[config.mk]
export PLATFORM = sky130hd
export DESIGN_NAME = ysyx_23060111_regfile_sb_flat
export DESIGN_NICKNAME = d
export VERILOG_FILES = /design/src/rtl/ysyx_23060111_regfile_sb_if.sv /design/src/rtl/ysyx_23060111_regfile_sb.sv /design/src/flat_wrapper.sv
export SDC_FILE = /design/constraint.sdc
export NUM_CORES = 2
export LEC_CHECK = 0
export BUFFER_PORTS_ARGS = -buffer_cell sky130_fd_sc_hd__buf_2
export CORE_MARGIN = 2
export CORE_UTILIZATION = 30
export CTS_BUF_LIST = sky130_fd_sc_hd__clkbuf_8
export DETAILED_ROUTE_END_ITERATION = 16
export PLACE_DENSITY = 0.56
export SLEW_MARGIN = 20
export SYNTH_ARGS = -nofsm -noshare
export SYNTH_HDL_FRONTEND = slang
export SYNTH_SLANG_ARGS = --single-unit
export TNS_END_PERCENT = 50
[constraint.sdc]
create_clock -name clk -period 4.1 [get_ports clk]
set_input_delay 0.82 -clock clk [delete_from_list [all_inputs] [get_ports clk]]
set_output_delay 0.82 -clock clk [all_outputs]
set_load 0.05 [all_outputs]
[src/rtl/ysyx_23060111_regfile_sb_if.sv]
// Register file / scoreboard port bundle: issue+writeback side drives (master),
// register file responds (slave).
interface ysyx_23060111_regfile_sb_if #(
  parameter int ADDR_WIDTH = 5,
  parameter int DATA_WIDTH = 32,
  parameter int NR_RD      = 2
);
  logic [NR_RD*ADDR_WIDTH-1:0] raddr;
  logic [NR_RD*DATA_WIDTH-1:0] rdata;
  logic [NR_RD-1:0]            rbusy;
  logic                        wen;
  logic [ADDR_WIDTH-1:0]       waddr;
  logic [DATA_WIDTH-1:0]       wdata;
  logic                        iss_valid;
  logic [ADDR_WIDTH-1:0]       iss_rd;
  logic                        iss_ready;
  logic                        flush;
  logic [ADDR_WIDTH:0]         busy_cnt;

  modport master (
    output raddr, wen, waddr, wdata, iss_valid, iss_rd, flush,
    input  rdata, rbusy, iss_ready, busy_cnt
  );

  modport slave (
    input  raddr, wen, waddr, wdata, iss_valid, iss_rd, flush,
    output rdata, rbusy, iss_ready, busy_cnt
  );
endinterface

[src/rtl/ysyx_23060111_regfile_sb.sv]
// GPR file with combinational read ports, one synchronous write port, optional write bypass
// and a per-register busy scoreboard (flush > set > clear) with a registered busy count.
module ysyx_23060111_regfile_sb #(
  parameter int ADDR_WIDTH = 5,
  parameter int DATA_WIDTH = 32,
  parameter int NR_RD      = 2,
  parameter int BYPASS     = 1,
  parameter int ZERO_REG   = 1
) (
  input logic                     clk,
  input logic                     rst_n,
  ysyx_23060111_regfile_sb_if.slave bus
);

  localparam int NREG = 1 << ADDR_WIDTH;
  localparam logic [ADDR_WIDTH:0] CNT_ONE = (ADDR_WIDTH+1)'(1);

  logic [DATA_WIDTH-1:0]       rf_q [NREG];
  logic [NREG-1:0]             busy_q, busy_d;
  logic [ADDR_WIDTH:0]         busy_cnt_q, busy_cnt_d;
  logic [NR_RD*DATA_WIDTH-1:0] rdata_w;
  logic [NR_RD-1:0]            rbusy_w;

  logic wr_zero, wr_en, iss_zero, iss_ready_w, fire, set_hit, clr_hit;

  assign wr_zero     = (ZERO_REG != 0) && (bus.waddr == '0);
  assign wr_en       = bus.wen && !wr_zero;
  assign iss_zero    = (ZERO_REG != 0) && (bus.iss_rd == '0);
  assign iss_ready_w = iss_zero || !busy_q[bus.iss_rd];
  assign fire        = bus.iss_valid && iss_ready_w && !bus.flush;
  assign set_hit     = fire && !iss_zero;
  // A reservation landing on the index being written back keeps the new reservation.
  assign clr_hit     = bus.wen && busy_q[bus.waddr] && !(set_hit && (bus.iss_rd == bus.waddr));

  always_ff @(posedge clk or negedge rst_n) begin
    if (!rst_n) begin
      for (int i = 0; i < NREG; i++) rf_q[i] <= '0;
    end else if (wr_en) begin
      rf_q[bus.waddr] <= bus.wdata;
    end
  end

  for (genvar p = 0; p < NR_RD; p++) begin : g_rd
    logic [ADDR_WIDTH-1:0] ra;
    logic                  zero_hit, byp_hit;
    assign ra       = bus.raddr[p*ADDR_WIDTH +: ADDR_WIDTH];
    assign zero_hit = (ZERO_REG != 0) && (ra == '0);
    assign byp_hit  = (BYPASS != 0) && bus.wen && (bus.waddr == ra);
    assign rdata_w[p*DATA_WIDTH +: DATA_WIDTH] = zero_hit ? '0 :
                                                 byp_hit  ? bus.wdata : rf_q[ra];
    assign rbusy_w[p] = !zero_hit && busy_q[ra] && !byp_hit;
  end

  always_comb begin
    busy_d     = busy_q;
    busy_cnt_d = busy_cnt_q;
    if (bus.flush) begin
      busy_d     = '0;
      busy_cnt_d = '0;
    end else begin
      if (clr_hit) begin
        busy_d[bus.waddr] = 1'b0;
        busy_cnt_d        = busy_cnt_d - CNT_ONE;
      end
      // iss_ready guarantees the target was idle, so a set is always a 0->1 transition.
      if (set_hit) begin
        busy_d[bus.iss_rd] = 1'b1;
        busy_cnt_d         = busy_cnt_d + CNT_ONE;
      end
    end
  end

  always_ff @(posedge clk or negedge rst_n) begin
    if (!rst_n) begin
      busy_q     <= '0;
      busy_cnt_q <= '0;
    end else begin
      busy_q     <= busy_d;
      busy_cnt_q <= busy_cnt_d;
    end
  end

  assign bus.rdata     = rdata_w;
  assign bus.rbusy     = rbusy_w;
  assign bus.iss_ready = iss_ready_w;
  assign bus.busy_cnt  = busy_cnt_q;

endmodule

[src/flat_wrapper.sv]
// flat-port wrapper written by rule: the top's interface ports become plain ports
module ysyx_23060111_regfile_sb_flat 
#(
  parameter int ADDR_WIDTH = 5,
  parameter int DATA_WIDTH = 32,
  parameter int NR_RD      = 2,
  parameter int BYPASS     = 1,
  parameter int ZERO_REG   = 1
)
  (clk, rst_n, bus_raddr, bus_wen, bus_waddr, bus_wdata, bus_iss_valid, bus_iss_rd, bus_flush, bus_rdata, bus_rbusy, bus_iss_ready, bus_busy_cnt);
  ysyx_23060111_regfile_sb_if #(.ADDR_WIDTH(ADDR_WIDTH), .DATA_WIDTH(DATA_WIDTH), .NR_RD(NR_RD)) bus_i ();
  input logic clk;
  input logic rst_n;
  input wire logic [$bits(bus_i.raddr)-1:0] bus_raddr;
  input wire logic [$bits(bus_i.wen)-1:0] bus_wen;
  input wire logic [$bits(bus_i.waddr)-1:0] bus_waddr;
  input wire logic [$bits(bus_i.wdata)-1:0] bus_wdata;
  input wire logic [$bits(bus_i.iss_valid)-1:0] bus_iss_valid;
  input wire logic [$bits(bus_i.iss_rd)-1:0] bus_iss_rd;
  input wire logic [$bits(bus_i.flush)-1:0] bus_flush;
  output wire logic [$bits(bus_i.rdata)-1:0] bus_rdata;
  output wire logic [$bits(bus_i.rbusy)-1:0] bus_rbusy;
  output wire logic [$bits(bus_i.iss_ready)-1:0] bus_iss_ready;
  output wire logic [$bits(bus_i.busy_cnt)-1:0] bus_busy_cnt;
  assign bus_i.raddr = bus_raddr;
  assign bus_i.wen = bus_wen;
  assign bus_i.waddr = bus_waddr;
  assign bus_i.wdata = bus_wdata;
  assign bus_i.iss_valid = bus_iss_valid;
  assign bus_i.iss_rd = bus_iss_rd;
  assign bus_i.flush = bus_flush;
  assign bus_rdata = bus_i.rdata;
  assign bus_rbusy = bus_i.rbusy;
  assign bus_iss_ready = bus_i.iss_ready;
  assign bus_busy_cnt = bus_i.busy_cnt;
  ysyx_23060111_regfile_sb #(.ADDR_WIDTH(ADDR_WIDTH), .DATA_WIDTH(DATA_WIDTH), .NR_RD(NR_RD), .BYPASS(BYPASS), .ZERO_REG(ZERO_REG)) u_core (.clk(clk), .rst_n(rst_n), .bus(bus_i));
endmodule
# --- Word level (Yosys, flattened, before mapping) ---
# Index checks and enable logic that the tools add are counted.
op_classes:
  magnitude_cmp: 10
  eq_ne: 3
  n_mux: 33
  n_bitwise: 6
  add_sub_neg: 2
  n_reduce_logical: 30
op_table:
  columns: ["cell", "n"]
  rows:
  - ["$bwmux 1024", 1]
  - ["$mux 32", 13]
  - ["$bmux 32 s5", 2]
  - ["$demux 32 s5", 1]
  - ["$and 32x32->32", 1]
  - ["$not 32->32", 1]
  - ["$or 32x32->32", 1]
  - ["$lt 5x6->1 const B", 4]
  - ["$mux 6", 4]
  - ["$bmux 1 s5", 4]
  - ["$logic_not 5->1", 4]
  - ["$ge 6x6->1 const B", 3]
  - ["$not 5->6", 3]
  - ["$logic_and 1x1->1", 16]
  - ["$eq 5x5->1", 3]
  - ["$demux 1 s5", 2]
  - ["$ge 5x1->1 const B", 2]
  - ["$logic_not 1->1", 9]
  - ["$add 6x1->6 const B", 1]
  - ["$lt 6x1->1 const B", 1]
  - ["$mux 1", 6]
  - ["$sub 6x1->6 const B", 1]
  - ["$logic_or 1x1->1", 1]
word_totals:
  output_inout_bits: 73
  word_cells: 118
  input_bits: 57
  ff_bits: 1062

# --- Logic depth before layout (Yosys ltp) ---
depth:
  depth_word: 15
  depth_mapped: 14
  depth_no_buf: 11

# --- Worst setup path after synthesis ---
# No wires, ideal clock.
synth_timing:
  kind: "input to output"
  startpoint: "in bus_raddr[6]"
  endpoint: "out bus_rdata[46]"
  setup_slack_ns: -0.720
  path_stages: 9
  t_arrival_ns: 4.000
  n_path_buf: 5
  t_required_ns: 3.280
  path_cell_list: "buf_2 > clkbuf_1 > clkbuf_1 > buf_1 > clkbuf_1 > mux2i_1 > a21oi_1 > mux2i_1 > a211oi_1"
synth_via:
  elab_chain_cells: 6
  elab_cells_between_ends: 9
  cone_classes: "1 x eq/ne; 5 x mux; 1 x bitwise; 2 x reduce/logical"
synth_rtl:
  columns: ["item", "line_no", "text"]
  rows:
  - ["start, declared", "flat_wrapper.sv:14", "input wire logic [$bits(bus_i.raddr)-1:0] bus_raddr;"]
  - ["$not 5->6 (not written as such)", "ysyx_23060111_regfile_sb.sv:50", "byp_hit ? bus.wdata : rf_q[ra];"]
  - ["$bmux 32 s5", "ysyx_23060111_regfile_sb.sv:50", null]
  - ["$mux 32 (not written as such) (2 in a row)", "ysyx_23060111_regfile_sb.sv:50", null]
  - ["$mux 32", "ysyx_23060111_regfile_sb.sv:50", null]
  - ["$mux 32 (*)", "ysyx_23060111_regfile_sb.sv:49", "assign rdata_w[p*DATA_WIDTH +: DATA_WIDTH] = zero_hit ? '0 :"]
  - ["end, declared", "flat_wrapper.sv:21", "output wire logic [$bits(bus_i.rdata)-1:0] bus_rdata;"]
# Every way passes the cells marked *; elsewhere a longest branch is shown, timed or not. The select of a mux whose other input is x is not followed.

# --- Worst setup path in the final report ---
layout_timing:
  startpoint: "in bus_raddr[5]"
  endpoint: "out bus_rdata[41]"
# Same word-level chain as after synthesis.

==> metrics.yaml <==
outcome:
  status: "complete, no violations"
worst_setup_path:
  cpPeakStageDelay_ns: 0.41
  reg2reg_depth: 8
  critPathLaunchType: "input port"
  crit_fanout: 27
  rr_startpoint: "u_core.busy_q[20]$_DFF_PN0_"
  crit_start: "bus_raddr[5]"
  crit_slowest_cell: "a221oi_1"
  r2r_slack_ns: 1.07
  critPathArrivalTime_ns: 3.15
  worstPathCellList: "buf_8, buf_12, buf_4, mux2i_1, a221oi_1, nor2_1, o211ai_1, o211ai_1, a21oi_4, buf_2"
  endpoint_kind: "primary output"
  required_ns: 3.28
  regToRegEndpoint: "u_core.bus.busy_cnt[5]$_DFF_PN0_"
  path_common_cell: "o211ai_1"
  cp-endpoint: "bus_rdata[41]"
  path_class: "in2out"
sta:
  grt_setup_unrepaired: "no"
  holdWs_ns: 0.331
  final_hold_viol_count: 0
  fin_ws_ns: 0.130
  fmax_mhz: 252
  slew_headroom_pct: 30.8
  period_minus_slack_ns: 3.97
  fin_crit_sh_pct: 96.8
  finClkSkew_ns: 0.00728
  setup_violations: 0
  slew_violations: 0
  worst_pin_slew_ns: 1.04
global_routing:
  grt_max_degree: 147
  grt_pass1_wl_um: 285000
  grt_overflow_total: 0
  grtUsageTotal_pct: 19.6
  antenna_found_initial: 5
  grt_pass1_vias: 39600
yosys:
  syn_avg_cell_area_um2: 14.6
  yosys-top-cells-area: "dfrtp_1, mux4_2, mux2_2, mux2i_1, clkbuf_1"
  synth_fp_nets: 4032
  yosysTopAreaCell: "dfrtp_1"
  async_reset_ff_share_pct: 100
  synth-seq-cells: 1062
  synth_top_area_share_pct: 45.9
  ys_dominant_reg_cell: "dfrtp_1"
  synthCells: 3973
  synth_cell_types: 43
  synth_edf_count: 0
  ys_warn_count: 0
  ys_seq_area_share_pct: 45.9
  syn-cell-area_um2: 57900
clock_network:
  htree_levels: 4
  clk_latency_ns: 0.91
  cts_tree: "yes"
  clockRootBuffer: "clkbuf_8"
  cts_made_buffers: 183
  cts_buffer_depth: 3
  cts_sinks: 1062
  clkSlewWorstSetupHoldPaths_ns: 0.06
  cts_setup_buffers: 0
hold_path:
  hold_class: "in2reg"
finish:
  area_growth_pct: 18.8
  n_fill_cell: 18400
  seq_area_um2: 26600
  fin_nets: 4127
  drive_gt1_share_pct: 54.4
  multiInputGateArea_um2: 30500
  final_cells: 6754
power_and_ir_drop:
  peakVddDrop_v: 0.000337
  cellLeakagePower_nw: 29.0
  power_mw: 31.9
  powerDensity_nw_per_um2: 463
placed_design:
  place_congestion: 0.849
  place_inst: 6408
  portBuffers: 129
  dp_hpwl_um: 115000
  pre_cts_slack_ns: 0.0610
route:
  wire_per_inst_um: 28.6
  drtIter0Drc: 3186
  dr.pass1.iters: 5
  drc_errors: 0
  vias: 38000
  ant_nets: 0
  via_per_inst: 5.62
  wl_um: 193000
floorplanning:
  std_cell_rows: 161
  dieArea_um2: 197000
  dieHeight_um: 443
  start_util_pct: 30.1
  die_w_um: 443
  core_um2: 192000
  io_pins: 130
flow_run:
  max_cap_violations: 0
[sequential cells by signal (all words and copies together), names as in the netlist]
name and flops:
u_core.busy_q 32, u_core.bus.busy_cnt 6, u_core.rf_q 1024
[what timing repair did]
action	in CTS	in global routing
hold endpoints to repair	30	0
endpoints found under the setup margin	1	2
hold buffers	1	0
resized for setup	1	2
[critical path: cells and delay by family]
family          cells  cell delay, ns
compound gates      4            1.06
buf+inv             4            1.01
mux                 1            0.11
simple gates        1            0.09
[metrics by stage]
stage | util, % | TNS (ns) | cell area (µm²)
floorplan | - | -0.827 | 58600
CTS | 35.8 | 0 | 68800
finish | 35.8 | 0 | 68800
detailed placement | 33.7 | 0 | 64800
global route | 35.8 | 0 | 68800
global placement | 33.7 | 0 | 64800
[worst min-delay path by stage]
stage	start	endpoint	cells after the start
CTS	bus_iss_rd[3]	u_core.busy_q[4]$_DFF_PN0_	4
global placement	u_core.rf_q[1008]$_DFFE_PN0P_	u_core.rf_q[1008]$_DFFE_PN0P_	0
global route	bus_iss_rd[3]	u_core.busy_q[4]$_DFF_PN0_	4
detailed placement	u_core.rf_q[995]$_DFFE_PN0P_	u_core.rf_q[995]$_DFFE_PN0P_	0
floorplan	u_core.rf_q[1005]$_DFFE_PN0P_	u_core.rf_q[1005]$_DFFE_PN0P_	1
finish	bus_iss_rd[3]	u_core.busy_q[4]$_DFF_PN0_	4
[routing by layer]
| layer | wire, µm | vias up | part of all wire (%) | GRT usage [%] |
|---|---|---|---|---|
| met4 | 6500 | 0 | 3.4 | 6.87 |
| met5 | 0 | - | 0 | 0 |
| li1 | - | 15600 | - | - |
| met2 | 93700 | 1272 | 49 | 32.0 |
| met1 | 81400 | 20700 | 42 | 26.0 |
| met3 | 11400 | 370 | 5.9 | 3.71 |
[Yosys cell counts (all sizes together), types with 2 or more instances]
cell       n
a31oi      2
nor2     121
nand2b     4
inv        6
or4        2
o211ai    58
dfrtp   1062
a211oi    63
nor3b      3
nor2b      8
a22oi     44
nor4b      3
nand3b     3
buf      112
o21ai     51
mux2i    253
and2      21
mux4     517
or3        5
a221oi    86
xnor2      8
clkbuf   349
nand2     53
and3       9
ha         2
xor2      11
mux2     994
nor3      12
a21oi     73
nor4       4
or3b       3
o22ai      3
nand3     22
[logic make-up (layout without fill, tap and decap cells)]
logic type                 Yosys count  in the layout  synth area share, %
AOI/OAI and AO/OA                  383            383                 4.61
xor gates and xnor gates            19             19                0.287
adders and majority gates            2              2               0.0432
buffers and inverters              468            717                 3.14
DFF                               1062           1062                 45.9
muxes                             1764           1764                 43.8
other                                0              6                    0
and+or+nand+nor                    275            275                 2.23
[power by group]
group | leakage [nW] | total (mW) | internal [mW] | switching (mW)
sequential | 13.7 | 13.8 | 12.4 | 1.42
combinational | 13.0 | 7.54 | 4.34 | 3.20
clock | 2.24 | 10.5 | 5.79 | 4.71
[layout make-up]
class | instances | share of cell area (%)
multi-input cells | 2443 | 44.3
clock inverters | 83 | 0.711
flip-flops and latches | 1062 | 38.6
clock buffers | 256 | 5.12
diodes | 6 | 0.0218
repair buffers | 371 | 6.59
well taps | 2526 | 4.59
inverters | 7 | 0.0454
[placed cells by master, fill, tap and decap left out, types with 58 or more instances in the layout]
master | netlist | routed
mux2_2 | 994 | 994
buf_4 | 0 | 139
buf_12 | 0 | 151
o211ai_1 | 58 | 58
buf_2 | 37 | 73
clkbuf_8 | 0 | 256
dfrtp_1 | 1062 | 1062
nor2_1 | 121 | 95
mux4_2 | 517 | 517
a221oi_1 | 86 | 86
mux2i_1 | 253 | 253
Power figures use the tool's default switching activity.
